<file path="src/rtl/math_pkg.sv">
// Shared math-unit definitions: FSM state encoding, default operand width,
// counter sizing and the HI/LO split of a 2*WIDTH result. Also used by the divider.
package math_pkg;

  typedef enum logic [1:0] {
    ST_IDLE = 2'd0,
    ST_RUN  = 2'd1,
    ST_DONE = 2'd2
  } math_state_e;

  localparam int MATH_WIDTH = 32;

  localparam int HI_MSB = 2 * MATH_WIDTH - 1;
  localparam int HI_LSB = MATH_WIDTH;
  localparam int LO_MSB = MATH_WIDTH - 1;
  localparam int LO_LSB = 0;

  // Wide enough to count WIDTH+1 iterations, the worst case of any build.
  function automatic int cnt_width(input int w);
    return $clog2(w + 2);
  endfunction

endpackage

</file>
<file path="src/rtl/booth_step.sv">
// One radix-2 Booth iteration: add/subtract/hold the multiplicand on the upper half
// of the product register, then shift the whole register right arithmetically.
module booth_step #(
  parameter int W = 32,
  parameter int E = W
) (
  input  logic [2*E:0] p_i,
  input  logic [W-1:0] m_i,
  input  logic         uns_i,
  output logic [2*E:0] p_o
);

  logic [E:0] upper;
  logic [E:0] m_ext;
  logic [E:0] sum;

  // One guard bit keeps the most-negative multiplicand from overflowing the add/sub.
  always_comb begin
    upper = {p_i[2*E], p_i[2*E:E+1]};
    m_ext = {{(E + 1 - W){uns_i ? 1'b0 : m_i[W-1]}}, m_i};
    case (p_i[1:0])
      2'b01:   sum = upper + m_ext;
      2'b10:   sum = upper - m_ext;
      default: sum = upper;
    endcase
    p_o = {sum, p_i[E:1]};
  end

endmodule

</file>
<file path="src/rtl/mult_booth.sv">
// Sequential radix-2 Booth multiplier, HI = product[2W-1:W], LO = product[W-1:0].
// Define MULT_UNSIGNED_EN to add the Unsigned_Op port and multu semantics.
module mult_booth
  import math_pkg::*;
#(
  parameter int WIDTH = MATH_WIDTH
) (
  input  logic             Clock,
  input  logic             Reset,
  input  logic             Start,
  input  logic [WIDTH-1:0] A,
  input  logic [WIDTH-1:0] B,
`ifdef MULT_UNSIGNED_EN
  input  logic             Unsigned_Op,
`endif
  output logic             Busy,
  output logic             Done,
  output logic [WIDTH-1:0] HI_Out,
  output logic [WIDTH-1:0] LO_Out
);

`ifdef MULT_UNSIGNED_EN
  localparam int E = WIDTH + 1;
`else
  localparam int E = WIDTH;
`endif
  localparam int CW = cnt_width(WIDTH);

  math_state_e      state_q, state_d;
  logic [2*E:0]     p_q, p_d, p_step;
  logic [WIDTH-1:0] m_q, m_d;
  logic             uns_q, uns_d, uns_start;
  logic [CW-1:0]    cnt_q, cnt_d, n_last;
  logic [WIDTH-1:0] hi_q, hi_d, lo_q, lo_d;
  logic [E-1:0]     b_ext;
  logic [2*WIDTH-1:0] res;
  logic             unused_bits;

`ifdef MULT_UNSIGNED_EN
  assign uns_start = Unsigned_Op;
  // Signed mode runs one iteration fewer, so its product sits one bit higher.
  assign res         = uns_q ? p_step[2*WIDTH:1] : p_step[2*WIDTH+1:2];
  assign unused_bits = ^{p_step[2*E], p_step[0]};
`else
  assign uns_start   = 1'b0;
  assign res         = p_step[2*WIDTH:1];
  assign unused_bits = p_step[0];
`endif

  assign b_ext  = uns_start ? E'(B) : E'($signed(B));
  assign n_last = uns_q ? CW'(WIDTH) : CW'(WIDTH - 1);

  booth_step #(.W(WIDTH), .E(E)) u_step (
    .p_i   (p_q),
    .m_i   (m_q),
    .uns_i (uns_q),
    .p_o   (p_step)
  );

  // NOTE: every next-state value gets a default first so the block cannot infer a latch.
  always_comb begin
    state_d = state_q;
    p_d     = p_q;
    m_d     = m_q;
    uns_d   = uns_q;
    cnt_d   = cnt_q;
    hi_d    = hi_q;
    lo_d    = lo_q;
    case (state_q)
      ST_IDLE: begin
        if (Start) begin
          state_d = ST_RUN;
          p_d     = {{E{1'b0}}, b_ext, 1'b0};
          m_d     = A;
          uns_d   = uns_start;
          cnt_d   = '0;
        end
      end
      ST_RUN: begin
        p_d   = p_step;
        cnt_d = cnt_q + CW'(1);
        if (cnt_q == n_last) begin
          state_d      = ST_DONE;
          {hi_d, lo_d} = res;
        end
      end
      ST_DONE: state_d = ST_IDLE;
      default: state_d = ST_IDLE;
    endcase
  end

  // NOTE: state is updated with non-blocking assignments so all registers see pre-edge values.
  always_ff @(posedge Clock or posedge Reset) begin
    if (Reset) begin
      state_q <= ST_IDLE;
      p_q     <= '0;
      m_q     <= '0;
      uns_q   <= 1'b0;
      cnt_q   <= '0;
      hi_q    <= '0;
      lo_q    <= '0;
    end else begin
      state_q <= state_d;
      p_q     <= p_d;
      m_q     <= m_d;
      uns_q   <= uns_d;
      cnt_q   <= cnt_d;
      hi_q    <= hi_d;
      lo_q    <= lo_d;
    end
  end

  assign Busy   = (state_q == ST_RUN);
  assign Done   = (state_q == ST_DONE);
  assign HI_Out = hi_q;
  assign LO_Out = lo_q;

endmodule

</file>
<file path="config.mk">
export PLATFORM = sky130hd
export DESIGN_NAME = mult_booth
export DESIGN_NICKNAME = d
export VERILOG_FILES = /design/src/rtl/math_pkg.sv /design/src/rtl/booth_step.sv /design/src/rtl/mult_booth.sv
export SDC_FILE = /design/constraint.sdc
export NUM_CORES = 1
export LEC_CHECK = 0
export CAP_MARGIN = 0
export CORE_AREA = 2 2 162 124
export DETAILED_ROUTE_END_ITERATION = 12
export DIE_AREA = 0 0 164 126
export PLACE_DENSITY = 0.76
export SKIP_LAST_GASP = 1
export SLEW_MARGIN = 20
export SYNTH_ARGS = -nofsm -noshare
export SYNTH_HDL_FRONTEND = slang
export SYNTH_SLANG_ARGS = --single-unit
</file>
<file path="constraint.sdc">
create_clock -name Clock -period 10.67 [get_ports Clock]
set_input_delay 2.134 -clock Clock [delete_from_list [all_inputs] [get_ports Clock]]
set_output_delay 2.134 -clock Clock [all_outputs]
set_load 0.01 [all_outputs]
</file>
==> metrics, run 1 <==
status completed; share of async-settable or async-resettable flops after synthesis 100.0%; Slew Viols, Final 0; # diodes 0; Seq cells post-synth 169; total placed instance area 10870 µm²; vias in the first global route 7645; Max clock buf depth 2; Syn. warnings 0; Relative slew margins 29.17%; share of the synthesized area in the top cell type 45.13%; H-tree depth 4; Fin Setup TNS 0 ns; fin area 11480 µm²; worst-path fanout max 6; NumNets Final 1248; Starting Density 49.06%; Syn Std Cell Area 9371 µm²; Routed Antenna Nets 0; routability congestion estimate from global placement 0.8998; Hold Fails Final Rpt 0; Fillers 1620; Top FF cell, synth dfrtp_1; minimum clock period 5.249 ns; Clock Latency Late Sink 0.44 ns; syn nets 1146; post-synthesis cell type count 58; final setup margin 5.421 ns; Core Area 19100 µm²; TritonCTS Buffers 17; RSZ-0062 raised after global routing no; hpwl dp 15710 µm; CP arrival 5.60 ns; Root Buffer clkbuf_16; Power Total 4.646 mW; CTS resizes 0; CTS tree yes; Post-synth top cells nand2_1, dfrtp_1, a21oi_1; initial antenna violation count 0; PortBufs 132; CTS clk-pin slew, worst paths 0.07 ns; Die Span Y 126 µm; final setup vio count 0; top cell type by total area after synthesis dfrtp_1; final core utilization 60.11%; crit path capture type register; Fin Clk Skew 0.007661 ns; worst slack at placement 5.309 ns; 1st-iter DRT viols 602; DR vias 7857; Layout Area Growth over Synthesis 22.52%; Worst IR Drop VDD 0.1922 mV; Avg Cell Area, Syn 8.985 µm²; WL per Instance 16.53 µm; io pins 133; Fmax 190.5 MHz; first-pass GRT wire length 38910 µm; Seq/Total Area, Yosys 45.13%; max cap viols 0; grt ovf 0; CP Launch Type register; HP Start LO_Out[6]; crit path kind register to register; die area 20660 µm²; period utilization 49.20%; cell depth of the worst flop-to-flop path 18; cell count after synthesis 1043; share of cells above drive strength 1 6.995%; dpl cells 1379; HP Class register to register; Hold Path Depth 2; Total GRT Usage 23.54%; Reg-to-Reg Start m_q[0]; # DRC 0; DRT Pass-1 Iters 4; hold-fix buffers at CTS 0; CP Launch Point m_q[0]; Post-synth EDFFs 0; pwr/cell area 404.6 nW/µm²; vias per inst 5.568; Die W 164 µm; Detailed Route WL 23330 µm; most frequent cell after synthesis nand2_1; Area contributors post-synth dfrtp_1, nand2_1, a21oi_1; worst slew pin tran 1.049 ns; largest net degree at the start of global routing 110; Pleak 5.111 nW; clk sink count 169; hold slack 0.4726 ns; CP required 11.02 ns; Core Rows 44; Final Instance Count excl. Fillers 1411; Setup Buffers After CTS 0
-- critical path, stage by stage (launching register included) --
cell	delay, ns
dfrtp_1	0.41
inv_1	0.12
ha_1	0.20
or4b_4	0.52
nor4b_4	0.44
nor3b_1	0.38
nor2_1	0.09
xnor2_1	0.14
ha_1	0.36
and3_1	0.22
nand3_1	0.11
nand2b_1	0.11
nand2_1	0.08
o41ai_1	0.85
o31ai_1	0.32
a41oi_1	0.30
o211ai_2	0.15
nand2b_1	0.17
a31oi_1	0.19
-- state kept, by name (all words and copies together) (netlist names) --
register  flops
m_q          32
state_q       2
LO_Out       32
cnt_q         6
p_q          65
HI_Out       32
-- worst paths after layout --
path	to	slack, ns
setup reg to reg	p_q[64]	5.42
setup / recovery	p_q[64]	5.42
min in group asynchronous	HI_Out[12]	2.31
hold reg to reg	LO_Out[6]	0.47
max in group asynchronous	p_q[46]	7.01
hold / removal	LO_Out[6]	0.47
-- cell type report --
type	instances	area [µm²]	share of cell area [%]
clock buffers	17	425.4	3.705
inverters	19	76.32	0.6647
well taps	253	316.6	2.757
repair buffers	141	1389	12.10
flip-flops and latches	169	4229	36.83
clock inverters	15	176.4	1.536
multi-input cells	797	4870	42.41
-- layout by cell type, fill, tap and decap left out, types with 15 or more instances in the layout --
| master | count |
|---|---|
| mux2_2 | 26 |
| a22o_1 | 16 |
| dfrtp_1 | 169 |
| nor2_1 | 50 |
| ha_1 | 35 |
| xnor2_1 | 41 |
| clkdlybuf4s50_1 | 132 |
| inv_1 | 15 |
| xor2_1 | 17 |
| a21oi_1 | 89 |
| o21ai_1 | 37 |
| nor2b_1 | 19 |
| and3b_1 | 18 |
| o21ai_0 | 68 |
| clkbuf_16 | 17 |
| nand2_1 | 228 |
| nor3_1 | 16 |
-- power by group --
| group | internal [mW] | switching (mW) | leakage, nW | total, mW |
|---|---|---|---|---|
| Combinational | 1.25 | 1.54 | 2.72 | 2.78 |
| Sequential | 0.958 | 0.273 | 2.09 | 1.23 |
| Clock | 0.337 | 0.297 | 0.293 | 0.633 |
| Total | 2.54 | 2.11 | 5.11 | 4.65 |
-- logic make-up (layout without fill, tap and decap cells) --
family | after synthesis | count (layout) | share of synthesized area, %
fa+ha+maj | 36 | 36 | 4.887
xor+xnor | 58 | 58 | 5.420
compound gates | 275 | 275 | 17.26
simple gates | 387 | 387 | 19.32
mux | 41 | 41 | 4.900
flops | 169 | 169 | 45.13
buf+inv | 77 | 192 | 3.084
-- routing by layer --
| metal | GRT usage, % | routed length, µm | vias up |
|---|---|---|---|
| met5 | 0 | 0 | - |
| met3 | 5.567 | 1382 | 40 |
| met4 | 6.450 | 406 | 0 |
| met2 | 35.32 | 10350 | 246 |
| met1 | 34.22 | 11190 | 3742 |
| li1 | - | - | 3829 |
Power figures use the tool's default switching activity.
==> run 2, diff against run 1 <==
==> constraint.sdc (replaced) <==
create_clock -name Clock -period 5.4 [get_ports Clock]
set_input_delay 1.08 -clock Clock [delete_from_list [all_inputs] [get_ports Clock]]
set_output_delay 1.08 -clock Clock [all_outputs]
set_load 0.01 [all_outputs]
==> run 2 against run 1 <==
Maximum frequency up 7.9%. Sequential power grew 98%. Clock power is 100% higher. Core utilization grew 0.19 points. Sequential cell count is the same. Non-clock buffer count up 3. Via count up 1.4%.
==> metrics, run 2 (synthesis results as in run 1) <==
DRT Pass-1 Iters 5 (was 4); Clock Latency Late Sink 0.44 ns (about the same); share of cells above drive strength 1 7.149% (was 6.995%); io pins 133 (unchanged); routability congestion estimate from global placement 0.8990 (was 0.8998); Detailed Route WL 23580 µm (was 23330 µm); Fin Setup TNS 0 ns (unchanged); Slew Viols, Final 0 (unchanged); Biggest register p_q (unchanged); final setup vio count 0 (unchanged); # diodes 0 (unchanged); pwr/cell area 801.7 nW/µm² (was 404.6 nW/µm²); Core Area 19100 µm² (unchanged); die area 20660 µm² (unchanged); Layout Area Growth over Synthesis 22.91% (was 22.52%); 1st-iter DRT viols 573 (was 602); hold-fix buffers at CTS 0 (unchanged); Starting Density 49.06% (unchanged); worst stage delay on the critical path 0.52 ns (was 0.85 ns); crit path kind register to register (unchanged); Fmax 205.6 MHz (was 190.5 MHz); TritonCTS Buffers 17 (unchanged); worst-path fanout max 6 (unchanged); commonest cells after routing, fill and taps aside nand2_1, dfrtp_1, clkdlybuf4s50_1 (unchanged); Hold Fails Final Rpt 0 (unchanged); Core Rows 44 (unchanged); Routed Antenna Nets 0 (unchanged); hpwl dp 15720 µm (was 15710 µm); initial antenna violation count 0 (unchanged); Worst IR Drop VDD 0.3800 mV (was 0.1922 mV); PortBufs 132 (unchanged); clk sink count 169 (unchanged); worst slew pin tran 1.030 ns (was 1.049 ns); hold slack 0.4706 ns (was 0.4726 ns); CTS clk-pin slew, worst paths 0.07 ns (about the same); vias per inst 5.634 (was 5.568); crit path capture type register (unchanged); period utilization 90.07% (was 49.20%); leading cell type in the layout, fill and taps excluded nand2_1 (unchanged); # DRC 0 (unchanged); Die Span Y 126 µm (unchanged); DR vias 7967 (was 7857); worst slack at placement 0.6940 ns (was 5.309 ns); vias in the first global route 7627 (was 7645); Die W 164 µm (unchanged); Root Buffer clkbuf_16 (unchanged); RSZ-0062 raised after global routing no (unchanged); first-pass GRT wire length 39130 µm (was 38910 µm); CP max stage cell nor4b_4 (was o41ai_1); max cap viols 0 (unchanged); status completed (unchanged); HP Class register to register (unchanged); Total GRT Usage 23.70% (was 23.54%); Setup Buffers After CTS 0 (unchanged); CP Launch Type register (unchanged); largest net degree at the start of global routing 170 (was 110); final setup margin 0.5364 ns (was 5.421 ns); minimum clock period 4.864 ns (was 5.249 ns); NumNets Final 1251 (was 1248); max FFs per register 65 (unchanged); grt ovf 0 (unchanged); Relative slew margins 31.20% (was 29.17%); WL per Instance 16.68 µm (was 16.53 µm); CTS resizes 0 (unchanged); number of buffers and inverters on the critical path 2 (was 1); H-tree depth 4 (unchanged); CP required 5.70 ns (was 11.02 ns); crit-path cells inv_1 -> ha_1 -> or4b_4 -> nor4b_4 -> a21oi_1 -> xnor2_1 -> ha_1 -> and3_1 -> and2_1 -> o211ai_1 -> a21oi_1 -> o41ai_1 -> buf_4 -> o31ai_1 -> a41oi_1 -> o211ai_2 -> nand2b_1 -> a31oi_1 (was inv_1 -> ha_1 -> or4b_4 -> nor4b_4 -> nor3b_1 -> nor2_1 -> xnor2_1 -> ha_1 -> and3_1 -> nand3_1 -> nand2b_1 -> nand2_1 -> o41ai_1 -> o31ai_1 -> a41oi_1 -> o211ai_2 -> nand2b_1 -> a31oi_1); Pleak 5.128 nW (was 5.111 nW); Fin Clk Skew 0.008935 ns (was 0.007661 ns); delay-heaviest family, CP compound AO/OA/AOI/OAI gates (was simple AND/OR/NAND/NOR gates); CP arrival 5.16 ns (was 5.60 ns); CTS tree yes (unchanged); Max clock buf depth 2 (unchanged)
==> run 2: changes by cell type in the layout (fill, tap and decap cells not counted), moves of 2 or more <==
cell	delta
buf_4	+2
clkbuf_8	+2
clkinv_4	+2
clkinv_8	-2
clkinvlp_4	+2
inv_6	-5
==> run 2: through the flow <==
stage          instance area [µm²]  cells  utilization (%)  power (mW)
3_3_place_gp                 10910   1382            57.10       7.702
3_5_place_dp                 10910   1382            57.10       7.868
4_1_cts                      11520   1414            60.30       9.220
6_report                     11520   1414            60.30       9.234
5_1_grt                      11520   1414            60.30       9.992
2_1_floorplan                 9375   1043                -       6.316
==> run 2: path summary, 6_finish.rpt <==
path                             from         end  slack [ns]  depth (start not counted)
hold / removal             LO_Out[25]  LO_Out[25]        0.47                          2
max in group asynchronous       Reset     p_q[55]        3.45                          3
setup reg to reg               m_q[0]     p_q[64]        0.54                         18
hold reg to reg            LO_Out[25]  LO_Out[25]        0.47                          2
setup / recovery               m_q[0]     p_q[64]        0.54                         18
min in group asynchronous       Reset   HI_Out[2]        1.25                          3
==> run 2: where the power goes <==
part	leakage, nW	internal, mW	switching (mW)
combinational	2.74	2.48	3.05
sequential	2.09	1.89	0.536
clock	0.296	0.720	0.559
==> run 2: layout make-up <==
type | count | area, µm²
fill | 1620 | 7585
tap | 253 | 316.6
clock inverter | 13 | 157.7
multi-input combinational | 797 | 4863
sequential | 169 | 4229
timing repair buffer | 144 | 1424
inverter | 19 | 75.07
clock buffer | 19 | 452.9
==> run 2: tightest hold or removal path, delay by kind of cell (launching register included) <==
family / cells / cell delay, ns
simple gates: 2 / 0.10
flops: 1 / 0.34
==> run 2: layer usage <==
layer / vias up / part of all wire, % / GRT usage (%)
met4: 0 / 1.7 / 7.224
li1: 3838 / - / -
met3: 30 / 5.2 / 4.974
met2: 213 / 45 / 35.59
met5: - / 0 / 0
met1: 3886 / 49 / 34.56
==> run 3, diff against run 2 <==
--- a/config.mk
+++ b/config.mk
@@ -6,12 +6,11 @@
 export NUM_CORES = 1
 export LEC_CHECK = 0
 export CAP_MARGIN = 0
-export CORE_AREA = 2 2 162 124
+export CORE_AREA = 2 2 140 142
 export DETAILED_ROUTE_END_ITERATION = 12
-export DIE_AREA = 0 0 164 126
-export PLACE_DENSITY = 0.76
+export DIE_AREA = 0 0 142 144
+export PLACE_DENSITY = 0.77
 export SKIP_LAST_GASP = 1
-export SLEW_MARGIN = 20
 export SYNTH_ARGS = -nofsm -noshare
 export SYNTH_HDL_FRONTEND = slang
 export SYNTH_SLANG_ARGS = --single-unit
==> run 3 against run 2 <==
Worst setup slack better by 0.32 ns. Count of clock-buffer cells in the layout stayed put. Clock power increased by 5%. Register-to-register slack better by 0.32 ns. Critical endpoint unchanged. Largest cell class unchanged. Largest power group unchanged.
==> metrics, run 3 (synthesis results as in run 1) <==
Hold Fails Final Rpt 0 (unchanged); Core Area 19080 µm² (was 19100 µm²); Pleak 5.136 nW (was 5.128 nW); max cap viols 0 (unchanged); crit path capture type register (unchanged); max FFs per register 65 (unchanged); Worst IR Drop VDD 0.3293 mV (was 0.3800 mV); worst slew pin tran 0.9897 ns (was 1.030 ns); cell depth of the worst flop-to-flop path 19 (was 18); CTS resizes 0 (unchanged); reg2reg setup slack 0.85 ns (was 0.54 ns); 1st-iter DRT viols 565 (was 573); Biggest register p_q (unchanged); leading cell type in the layout, fill and taps excluded nand2_1 (unchanged); Detailed Route WL 22170 µm (was 23580 µm); largest net degree at the start of global routing 170 (unchanged); Routed Antenna Nets 0 (unchanged); # DRC 0 (unchanged); Core Rows 51 (was 44); Root Buffer clkbuf_16 (unchanged); hold-fix buffers at CTS 0 (unchanged); Fin Clk Skew 0.01268 ns (was 0.008935 ns); Die Span Y 144 µm (was 126 µm); final setup vio count 0 (unchanged); first-pass GRT wire length 36650 µm (was 39130 µm); routability congestion estimate from global placement 0.9185 (was 0.8990); period utilization 84.17% (was 90.07%); worst reg2reg endpoint p_q[64] (unchanged); DR vias 7848 (was 7967); final setup margin 0.8546 ns (was 0.5364 ns); Setup Buffers After CTS 0 (unchanged); io pins 133 (unchanged); crit path kind register to register (unchanged); Fillers 1644 (was 1620); CP required 5.67 ns (was 5.70 ns); worst slack at placement 0.8974 ns (was 0.6940 ns); CP Launch Type register (unchanged); Slew Viols, Final 0 (unchanged); HP Start LO_Out[26] (was LO_Out[25]); WL per Instance 15.85 µm (was 16.68 µm); HP Class register to register (unchanged); Layout Area Growth over Synthesis 23.23% (was 22.91%); H-tree depth 4 (unchanged); TritonCTS Buffers 17 (unchanged); status completed (unchanged); Total GRT Usage 22.24% (was 23.70%); vias per inst 5.610 (was 5.634); Die W 142 µm (was 164 µm); pwr/cell area 801.1 nW/µm² (was 801.7 nW/µm²); Clock Latency Late Sink 0.43 ns (was 0.44 ns); minimum clock period 4.545 ns (was 4.864 ns); Fmax 220.0 MHz (was 205.6 MHz); Starting Density 49.12% (was 49.06%); die area 20450 µm² (was 20660 µm²); worst-path fanout max 6 (unchanged); vias in the first global route 7445 (was 7627); share of cells above drive strength 1 7.063% (was 7.149%); RSZ-0062 raised after global routing no (unchanged); dpl cells 1367 (was 1382); Final Instance Count excl. Fillers 1399 (was 1414); hold slack 0.4705 ns (was 0.4706 ns); # diodes 0 (unchanged); final core utilization 60.53% (was 60.30%); Fin Setup TNS 0 ns (unchanged); CTS tree yes (unchanged); Min-Delay Endpoint LO_Out[26] (was LO_Out[25]); PortBufs 132 (unchanged); grt ovf 0 (unchanged); clk sink count 169 (unchanged); DRT Pass-1 Iters 5 (unchanged); initial antenna violation count 0 (unchanged); Hold Path Depth 2 (unchanged); NumNets Final 1251 (unchanged); commonest cells after routing, fill and taps aside nand2_1, dfrtp_1, clkdlybuf4s50_1 (unchanged); hpwl dp 15160 µm (was 15720 µm); CTS clk-pin slew, worst paths 0.06 ns (was 0.07 ns); Max clock buf depth 2 (unchanged); Relative slew margins 33.88% (was 31.20%); CP arrival 4.82 ns (was 5.16 ns); Reg-to-Reg Start m_q[0] (unchanged)
-- run 3: layout make-up --
cell class,count,area (µm²),area share (%)
clock inverters,13,216.5,1.874
well taps,238,297.8,2.579
clock buffers,19,442.9,3.835
flip-flops and latches,169,4229,36.62
repair buffers,144,1424,12.33
inverters,19,75.07,0.6501
multi-input cells,797,4863,42.11
-- run 3: how the worst max path moves through the flow --
stage	start	to	slack (ns)	cells after the start
final	m_q[0]	p_q[64]	0.85	19
after global routing	m_q[5]	p_q[64]	0.50	19
after CTS	m_q[0]	p_q[64]	0.88	19
after detailed placement	m_q[0]	p_q[64]	0.90	18
after global placement	m_q[0]	p_q[64]	1.02	18
after floorplan	m_q[5]	p_q[64]	1.14	19
-- run 3: where the power goes --
group	leakage (nW)	switching [mW]	internal (mW)	total, mW
sequential	2.09	0.530	1.89	2.42
clock	0.304	0.516	0.838	1.35
combinational	2.74	3.00	2.48	5.47
total	5.14	4.04	5.21	9.25
-- run 3: per-stage QoR --
step	instance area (µm²)	total power, mW
after detailed placement	10890	7.816
after floorplan	9375	6.316
after global placement	10890	7.658
after global routing	11550	10.00
final	11550	9.252
after CTS	11550	9.234
-- run 3: critical path: stages (launching register included) --
cell and delay (ns):
dfrtp_1 0.40, inv_1 0.10, ha_1 0.19, or4b_4 0.51, nor4b_4 0.41, nor3b_1 0.31
nor2_1 0.08, xnor2_1 0.13, ha_1 0.38, and3_1 0.25, nand3_1 0.11, nand2b_1 0.16
nand2_1 0.10, o41ai_1 0.07, buf_4 0.16, o31ai_1 0.45, a41oi_1 0.21, o211ai_2 0.13
nand2b_1 0.13, a31oi_1 0.09
-- run 3: routing by layer --
metal,GRT usage [%],wire length [µm]
met5,0,0
met4,5.632,276
met3,3.709,1114
met2,36.03,10420
met1,31.31,10350
==> RTL change: new RTL, settings of run 3 <==
The 3 states of `math_state_e` get a one-hot encoding in 3 bits.
--- a/src/rtl/math_pkg.sv
+++ b/src/rtl/math_pkg.sv
@@ -2,10 +2,10 @@
 // counter sizing and the HI/LO split of a 2*WIDTH result. Also used by the divider.
 package math_pkg;
 
-  typedef enum logic [1:0] {
-    ST_IDLE = 2'd0,
-    ST_RUN  = 2'd1,
-    ST_DONE = 2'd2
+  typedef enum logic [2:0] {
+    ST_IDLE = 3'b001,
+    ST_RUN  = 3'b010,
+    ST_DONE = 3'b100
   } math_state_e;
 
   localparam int MATH_WIDTH = 32;
Check against the original RTL: no difference found for any inputs over 10 cycles, from zero or initial values and one cycle with Reset high; not proved beyond that.
==> RTL change against run 3 <==
  * Sequential cell count rose by 1
  * Synthesized cell count is 0.48% higher
  * Critical path depth increased by 1
  * Core utilization is 2.1 points lower
  * Synthesized area is 4.0% lower
  * Highest routed layer unchanged
  * Routed wire length increased by 2.1%
  * Total power shrank 24%
  * Final area decreased by 3.5%
  * Largest cell class unchanged
  * Global-route usage increased by 0.73 points
  * Worst setup slack worse by 0.33 ns
==> RTL change: results (changes against run 3) <==
- The setup slack of the critical path after layout is 0.528 ns (was 0.855 ns).
- Result of the run: finished, final reports clean (unchanged).
- The wire length of the first global-routing pass was 37.4 mm (was 36.6 mm).
- The cell depth of the worst flop-to-flop path is 20 (was 19).
- The met3 demand-to-capacity share in global routing is 5.33% (was 3.71%).
- The wire length the detailed router placed on met1 came to 10.2 mm (was 10.4 mm).
- The net count after synthesis was 1151 (was 1146).
- The number of library cell types mapped by synthesis is 63 (was 58).
- The half-perimeter wire length after placement is 15.4 mm (was 15.2 mm).
- The fraction of final layout cells with drive strength greater than 1 is 5.38% (was 7.06%).
- The met2 layer wire length in the routed design is 10.9 mm (was 10.4 mm).
- The sequential share of cell area is 38.2% (was 36.6%).
- The number of filler instances in the final layout came to 1690 (was 1644).
- The total non-filler cell area in the finished layout was 0.0111 mm^2 (was 0.0115 mm^2).
- The number of clock buffers in the layout is 17 (was 19).
- The multi-input gate share of total cell area is 40.1% (was 42.1%).
- The maximum number of pins on one net before global-route repair was 90 (was 170).
- The global router's overall resource usage is 23.0% (was 22.2%).
- The non-clock buffer area fraction after layout came to 12.7% (was 12.3%).
- The count of flip-flops and latches came to 170 (was 169).
- The clock skew after layout was 0.0149 ns (was 0.0127 ns).
- The detail-routed via count per cell came to 5.45 (was 5.61).
- The inverter count of the layout excluding clock inverters came to 28 (was 19).
- The timing startpoint of the critical path is m_q[2]$_DFFE_PP0P_ (was m_q[0]$_DFFE_PP0P_).
- The total number of multi-input combinational cells is 798 (was 797).
- The final estimated routing congestion in global placement is 0.897 (was 0.919).
- The overall routed net length is 22.6 mm (was 22.2 mm).
## RTL change: cell count changes after synthesis, moves of 10 or more
cell,run 3,this run
sky130_fd_sc_hd__a21oi_1,89,57
sky130_fd_sc_hd__and3b_1,18,0
sky130_fd_sc_hd__inv_1,16,26
sky130_fd_sc_hd__mux2_2,26,3
sky130_fd_sc_hd__nand2_1,229,300
sky130_fd_sc_hd__nor2_1,50,86
sky130_fd_sc_hd__nor2b_1,20,2
sky130_fd_sc_hd__o21ai_0,68,82
sky130_fd_sc_hd__o21ai_1,37,1
sky130_fd_sc_hd__o22ai_1,2,20
## RTL change: report_power, final
group	total (uW)	switching, uW	internal [uW]
Combinational	3800	2300	1500
Sequential	1950	351	1600
Clock	1250	588	664
## RTL change: cell families after synthesis
group / share of synthesized area (%)
compound gates: 15.5
buf+inv: 3.34
flops: 47.3
xor+xnor: 5.84
simple gates: 21.3
mux: 1.60
fa+ha+maj: 5.09
